File: src/rtl/fp8_nibble_loader_if.sv
// ---------------------------------------------------------------------------
// fp8_nibble_loader_if
// Groups the operand handshake, the nibble bus to the external multiplier and
// the result handshake of fp8_nibble_loader.
//   op_valid/op_ready/op_a/op_b   : operand pair handshake (into the loader)
//   bus_data/bus_ctrl/bus_strobe  : nibble store bus (out of the loader)
//   bus_result                    : combinational FP8 product from multiplier
//   res_valid/res_data/res_ready  : product handshake (out of the loader)
// Modport slave is the loader; modport master is its environment.
// ---------------------------------------------------------------------------
interface fp8_nibble_loader_if;
   logic       op_valid;
   logic       op_ready;
   logic [7:0] op_a;
   logic [7:0] op_b;
   logic [3:0] bus_data;
   logic [2:0] bus_ctrl;
   logic       bus_strobe;
   logic [7:0] bus_result;
   logic       res_valid;
   logic [7:0] res_data;
   logic       res_ready;

   modport slave (
      input  op_valid, op_a, op_b, bus_result, res_ready,
      output op_ready, bus_data, bus_ctrl, bus_strobe, res_valid, res_data
   );

   modport master (
      output op_valid, op_a, op_b, bus_result, res_ready,
      input  op_ready, bus_data, bus_ctrl, bus_strobe, res_valid, res_data
   );
endinterface

File: src/rtl/fp8_nibble_loader.sv
// ---------------------------------------------------------------------------
// fp8_nibble_loader
// Accepts an FP8 operand pair, loads it nibble by nibble into an external
// multiplier through a data/ctrl/strobe bus, waits for the product to settle,
// captures it and offers it on a valid/ready handshake.
// Ports:
//   clk   : clock, rising edge
//   rst_n : asynchronous active-low reset
//   ena   : enable, gates operand acceptance only
//   busy  : high whenever the controller is not idle
//   io    : fp8_nibble_loader_if.slave (operand, bus and result signals)
// Parameters (legal range 1..15 each):
//   SETUP_CYC  : cycles data/ctrl are stable before strobe rises
//   PULSE_CYC  : cycles strobe is held high
//   SETTLE_CYC : cycles waited after the last nibble before sampling result
// ---------------------------------------------------------------------------
module fp8_nibble_loader #(
   parameter int unsigned SETUP_CYC  = 1,
   parameter int unsigned PULSE_CYC  = 1,
   parameter int unsigned SETTLE_CYC = 2
) (
   input  logic                     clk,
   input  logic                     rst_n,
   input  logic                     ena,
   output logic                     busy,
   fp8_nibble_loader_if.slave       io
);

   typedef enum logic [2:0] {
      IDLE   = 3'd0,
      SETUP  = 3'd1,
      PULSE  = 3'd2,
      HOLD   = 3'd3,
      SETTLE = 3'd4,
      RESP   = 3'd5
   } state_t;

   localparam logic [3:0] SETUP_LAST  = 4'(SETUP_CYC - 1);
   localparam logic [3:0] PULSE_LAST  = 4'(PULSE_CYC - 1);
   localparam logic [3:0] SETTLE_LAST = 4'(SETTLE_CYC - 1);
   localparam logic [2:0] CTRL_IDLE   = 3'b001;

   state_t     state_reg,    state_next;
   logic [1:0] nib_reg,      nib_next;
   logic [3:0] phase_reg,    phase_next;
   logic [7:0] op_a_reg;
   logic [7:0] op_b_reg;
   logic [7:0] res_data_reg;
   logic [3:0] bus_data_reg, bus_data_next;
   logic [2:0] bus_ctrl_reg, bus_ctrl_next;
   logic       strobe_reg,   strobe_next;

   logic       op_ready;
   logic       accept;
   logic       capture;
   logic [7:0] src_a;
   logic [7:0] src_b;

   assign op_ready = (state_reg == IDLE) & ena & rst_n;
   assign accept   = io.op_valid & op_ready;

   // On the accepting edge the operand registers are not loaded yet, so the
   // first nibble must come straight from the inputs.
   assign src_a = accept ? io.op_a : op_a_reg;
   assign src_b = accept ? io.op_b : op_b_reg;

   // Next-state logic
   always_comb begin
      state_next = state_reg;
      nib_next   = nib_reg;
      phase_next = phase_reg;
      capture    = 1'b0;
      case (state_reg)
         IDLE: begin
            if (accept) begin
               state_next = SETUP;
               nib_next   = 2'd0;
               phase_next = 4'd0;
            end
         end
         SETUP: begin
            if (phase_reg == SETUP_LAST) begin
               state_next = PULSE;
               phase_next = 4'd0;
            end else begin
               phase_next = phase_reg + 4'd1;
            end
         end
         PULSE: begin
            if (phase_reg == PULSE_LAST) begin
               state_next = HOLD;
               phase_next = 4'd0;
            end else begin
               phase_next = phase_reg + 4'd1;
            end
         end
         HOLD: begin
            phase_next = 4'd0;
            if (nib_reg == 2'd3) begin
               state_next = SETTLE;
            end else begin
               state_next = SETUP;
               nib_next   = nib_reg + 2'd1;
            end
         end
         SETTLE: begin
            if (phase_reg == SETTLE_LAST) begin
               capture    = 1'b1;
               state_next = RESP;
               phase_next = 4'd0;
            end else begin
               phase_next = phase_reg + 4'd1;
            end
         end
         RESP: begin
            if (io.res_ready) begin
               state_next = IDLE;
            end
         end
         default: begin
            state_next = IDLE;
         end
      endcase
   end

   // Bus values for the coming cycle; registered so strobe has no
   // combinational path to the pin. Non-transfer states park the bus on the
   // reserved non-store ctrl code.
   always_comb begin
      bus_data_next = 4'h0;
      bus_ctrl_next = CTRL_IDLE;
      strobe_next   = 1'b0;
      if ((state_next == SETUP) || (state_next == PULSE) || (state_next == HOLD)) begin
         case (nib_next)
            2'd0: begin bus_data_next = src_a[3:0]; bus_ctrl_next = 3'b000; end
            2'd1: begin bus_data_next = src_a[7:4]; bus_ctrl_next = 3'b100; end
            2'd2: begin bus_data_next = src_b[3:0]; bus_ctrl_next = 3'b010; end
            default: begin bus_data_next = src_b[7:4]; bus_ctrl_next = 3'b110; end
         endcase
         strobe_next = (state_next == PULSE);
      end
   end

   always_ff @(posedge clk or negedge rst_n) begin
      if (!rst_n) begin
         state_reg    <= IDLE;
         nib_reg      <= 2'd0;
         phase_reg    <= 4'd0;
         op_a_reg     <= 8'h00;
         op_b_reg     <= 8'h00;
         res_data_reg <= 8'h00;
         bus_data_reg <= 4'h0;
         bus_ctrl_reg <= CTRL_IDLE;
         strobe_reg   <= 1'b0;
      end else begin
         state_reg    <= state_next;
         nib_reg      <= nib_next;
         phase_reg    <= phase_next;
         bus_data_reg <= bus_data_next;
         bus_ctrl_reg <= bus_ctrl_next;
         strobe_reg   <= strobe_next;
         if (accept) begin
            op_a_reg <= io.op_a;
            op_b_reg <= io.op_b;
         end
         if (capture) begin
            res_data_reg <= io.bus_result;
         end
      end
   end

   assign busy          = (state_reg != IDLE);
   assign io.op_ready   = op_ready;
   assign io.bus_data   = bus_data_reg;
   assign io.bus_ctrl   = bus_ctrl_reg;
   assign io.bus_strobe = strobe_reg;
   assign io.res_valid  = (state_reg == RESP);
   assign io.res_data   = res_data_reg;

endmodule

File: src/flat_wrapper.sv
// flat-port wrapper written by rule: the top's interface ports become plain ports
module fp8_nibble_loader_flat 
#(
   parameter int unsigned SETUP_CYC  = 1,
   parameter int unsigned PULSE_CYC  = 1,
   parameter int unsigned SETTLE_CYC = 2
)
  (clk, rst_n, ena, busy, io_op_valid, io_op_a, io_op_b, io_bus_result, io_res_ready, io_op_ready, io_bus_data, io_bus_ctrl, io_bus_strobe, io_res_valid, io_res_data);
  fp8_nibble_loader_if io_i ();
  input  logic clk;
  input  logic rst_n;
  input  logic ena;
  output logic busy;
  input wire logic [$bits(io_i.op_valid)-1:0] io_op_valid;
  input wire logic [$bits(io_i.op_a)-1:0] io_op_a;
  input wire logic [$bits(io_i.op_b)-1:0] io_op_b;
  input wire logic [$bits(io_i.bus_result)-1:0] io_bus_result;
  input wire logic [$bits(io_i.res_ready)-1:0] io_res_ready;
  output wire logic [$bits(io_i.op_ready)-1:0] io_op_ready;
  output wire logic [$bits(io_i.bus_data)-1:0] io_bus_data;
  output wire logic [$bits(io_i.bus_ctrl)-1:0] io_bus_ctrl;
  output wire logic [$bits(io_i.bus_strobe)-1:0] io_bus_strobe;
  output wire logic [$bits(io_i.res_valid)-1:0] io_res_valid;
  output wire logic [$bits(io_i.res_data)-1:0] io_res_data;
  assign io_i.op_valid = io_op_valid;
  assign io_i.op_a = io_op_a;
  assign io_i.op_b = io_op_b;
  assign io_i.bus_result = io_bus_result;
  assign io_i.res_ready = io_res_ready;
  assign io_op_ready = io_i.op_ready;
  assign io_bus_data = io_i.bus_data;
  assign io_bus_ctrl = io_i.bus_ctrl;
  assign io_bus_strobe = io_i.bus_strobe;
  assign io_res_valid = io_i.res_valid;
  assign io_res_data = io_i.res_data;
  fp8_nibble_loader #(.SETUP_CYC(SETUP_CYC), .PULSE_CYC(PULSE_CYC), .SETTLE_CYC(SETTLE_CYC)) u_core (.clk(clk), .rst_n(rst_n), .ena(ena), .busy(busy), .io(io_i));
endmodule
File: config.mk
export PLATFORM = sky130hd
export DESIGN_NAME = fp8_nibble_loader_flat
export DESIGN_NICKNAME = d
export VERILOG_FILES = /design/src/rtl/fp8_nibble_loader_if.sv /design/src/rtl/fp8_nibble_loader.sv /design/src/flat_wrapper.sv
export SDC_FILE = /design/constraint.sdc
export NUM_CORES = 1
export LEC_CHECK = 0
export CAP_MARGIN = 20
export CORE_UTILIZATION = 48
export DETAILED_ROUTE_END_ITERATION = 6
export PLACE_DENSITY = 0.78
export SYNTH_ARGS = -nofsm -noshare
export SYNTH_HDL_FRONTEND = slang
export SYNTH_SLANG_ARGS = --single-unit
File: constraint.sdc
create_clock -name clk -period 2.4 [get_ports clk]
set_clock_uncertainty 0.1 [all_clocks]
set_input_delay 0.48 -clock clk [delete_from_list [all_inputs] [get_ports clk]]
set_output_delay 0.48 -clock clk [all_outputs]
set_load 0.01 [all_outputs]
==> results of run 1 <==
-- cells in the mapped netlist, types with 2 or more instances --
library cell / number / area, um^2
dfrtp_1: 40 / 1001
mux2_2: 21 / 236.5
nor2_1: 11 / 41.29
nor3_1: 7 / 35.03
a21oi_1: 6 / 30.03
inv_1: 6 / 22.52
mux2i_1: 4 / 40.04
o21ai_0: 4 / 20.02
a2111oi_2: 3 / 45.04
a21o_1: 3 / 22.52
ha_1: 3 / 37.54
mux2_4: 3 / 45.04
nand2_1: 3 / 11.26
nand3_1: 3 / 15.01
nor3b_1: 3 / 22.52
a211oi_1: 2 / 15.01
buf_6: 2 / 22.52
-- cells by family after synthesis --
family	count (synthesis)	synth area share, %
AO/OA/AOI/OAI	25	10.74
adder cells (fa/ha/maj)	3	1.978
buffers and inverters	11	3.889
flip-flops	41	54.12
multiplexers	28	16.94
AND/OR/NAND/NOR	37	12.33
-- final cells by class --
| cell class | count | area (um^2) |
|---|---|---|
| fillers | 288 | 1156 |
| flip-flops and latches | 41 | 1028 |
| multi-input cells | 93 | 797.0 |
| repair buffers | 55 | 525.5 |
| clock buffers | 6 | 82.58 |
| well taps | 48 | 60.06 |
| clock inverters | 2 | 37.54 |
| inverters | 7 | 28.78 |
-- final timing paths --
kind	from	end	slack [ns]	cells after the start
max	u_core.state_reg[1]	io_op_ready	0.08	3
min	rst_n	u_core.phase_reg[2]	0.04	2
max reg2reg	u_core.state_reg[1]	u_core.io.bus_data[1]	0.28	7
min reg2reg	u_core.op_a_reg[3]	u_core.op_a_reg[3]	0.40	1
max in group asynchronous	rst_n	u_core.io.bus_ctrl[0]	1.80	2
min in group clk	u_core.op_a_reg[3]	u_core.op_a_reg[3]	0.40	1
-- where the power goes --
group          internal (uW)  switching, uW  leakage (uW)
Sequential              1010            173      0.000503
Clock                    338            250     0.0000574
Combinational            766            672      0.000574
Total                   2110           1090       0.00114
-- critical path, delay by kind of cell, from the launching register on --
family / cells / cell delay, ns
simple gates: 2 / 0.45
flops: 1 / 0.48
buf+inv: 1 / 0.52
-- routing by layer --
| metal | track usage (%) | part of all wire, % | vias to the layer above |
|---|---|---|---|
| li1 | - | - | 633 |
| met1 | 24.83 | 43 | 661 |
| met2 | 36.85 | 50 | 46 |
| met3 | 6.162 | 6.0 | 6 |
| met4 | 8.889 | 1.1 | 0 |
| met5 | 0 | 0 | - |
-- stage by stage --
step           hold WS (ns)  utilization, %  area [um^2]
6_report            0.04246           68.89         2560
5_1_grt             0.06750           68.89         2560
4_1_cts             0.04380           68.86         2559
3_5_place_dp         0.3718           65.42         2431
3_3_place_gp         0.3624           65.42         2431
2_1_floorplan       0.08441               -         1898
-- what timing repair did --
item                                    4_1_cts  5_1_grt
resized for setup                             0        1
endpoints found under the setup margin        1        1
buffers inserted                              1        0
pin swaps                                     1        0
==> out/qor.yml, run 1 <==
critical_path_class: "flop to primary output"
layout_commonest_cell: "clkdlybuf4s50_1"
viasPerCell: 5.341
synth_edf_count: 0
fin_ws_ns: 0.07895
io_pins: 48
ys_ff_latch: 41
fin_crit_sh_pct: 96.71
crit_chain: "nor3_4 > and3_2 > clkdlybuf4s50_1"
clockBufferDepth: 2
drc: 0
worst_pin_slew_ns: 0.5540
timing.final.setup_violations: 0
yosysSeqAreaShare_pct: 54.12
h-tree-depth: 2
clock.fmax_mhz: 430.8
cts_buffers: 5
die_area_mm2: 0.004210
place_inst: 243
grt_setup_unrepaired: "no"
num_antenna_cells: 0
synthesis.instances: 145
p_leak_uw: 0.001135
syn_to_final_growth_pct: 34.87
avgRoutedWirePerCell_um: 15.61
cts_hold_buf: 0
initial_core_util_pct: 51.08
dp_slack_ns: -0.02334
antenna_found_initial: 0
slew_headroom_pct: 62.99
endpoint_kind: "primary output"
total_power_uw: 3206
final_cell_mix: "46 x clkdlybuf4s50_1, 39 x dfrtp_1, 21 x mux2_2, 11 x nor2_1, 8 x buf_4"
synth_area_per_cell_um2: 13.09
drtPass1Iterations: 4
async_flop_share_pct: 100.0
cpMaxStageDelayCell: "clkdlybuf4s50_1"
fp.coreArea_mm2: 0.003716
setup_tns_ns: 0
power_density_mw_per_mm2: 1253
gp_congestion: 0.7867
grt_first_pass_wirelength_um: 6713
num_vias: 1346
period_minus_slack_ns: 2.321
ys_warn_count: 0
irDropWorstVdd_mv: 0.5308
cp_slowest_stage_delay_ns: 0.52
instances_no_fill: 252
cap_viol_max_count: 0
cts_tree: "done"
first_global_vias: 1439
portBuffers: 47
drt-initial-drc-count: 56
synth.distinct_cells: 38
syn-num-nets: 177
ant_nets: 0
syn_area_mm2: 0.001898
clockRootBuffer: "clkbuf_8"
synth_flop_cell: "dfrtp_1"
die_h_um: 64.89
finalHoldViolCount: 0
track_usage_pct: 21.45
routed_wirelength_um: 3933
status: "completed"
drive_above_1_share_pct: 28.43
critPathMaxFanout: 7
fp.dieW_um: 64.89
grt_start_max_net_pins: 28
fin_nets: 235
cp.required_ns: 1.82
rows: 22
clock_latency_ns: 0.30
cts_sinks: 41
place_hpwl_um: 2913
critPathArrivalTime_ns: 1.74
cts.reportedPaths.clkPinSlew_ns: 0.08
hold_class: "primary input to asynchronous set/reset pin"
overflow: 0
crit_path_start_kind: "flop"
maxSlewViolCount: 0
(Power assumes the default switching activity.)
==> run 2: changes to the inputs <==
Settings changed: SLEW_MARGIN from default to 20.
==> results of run 2 <==
Same layout as run 1: the final DEF is identical, and so are final timing and power.
==> run 3: changes to the inputs <==
Settings changed: TNS_END_PERCENT from default to 1.
==> results of run 3 <==
Same layout as run 1: the final DEF is identical, and so are final timing and power.
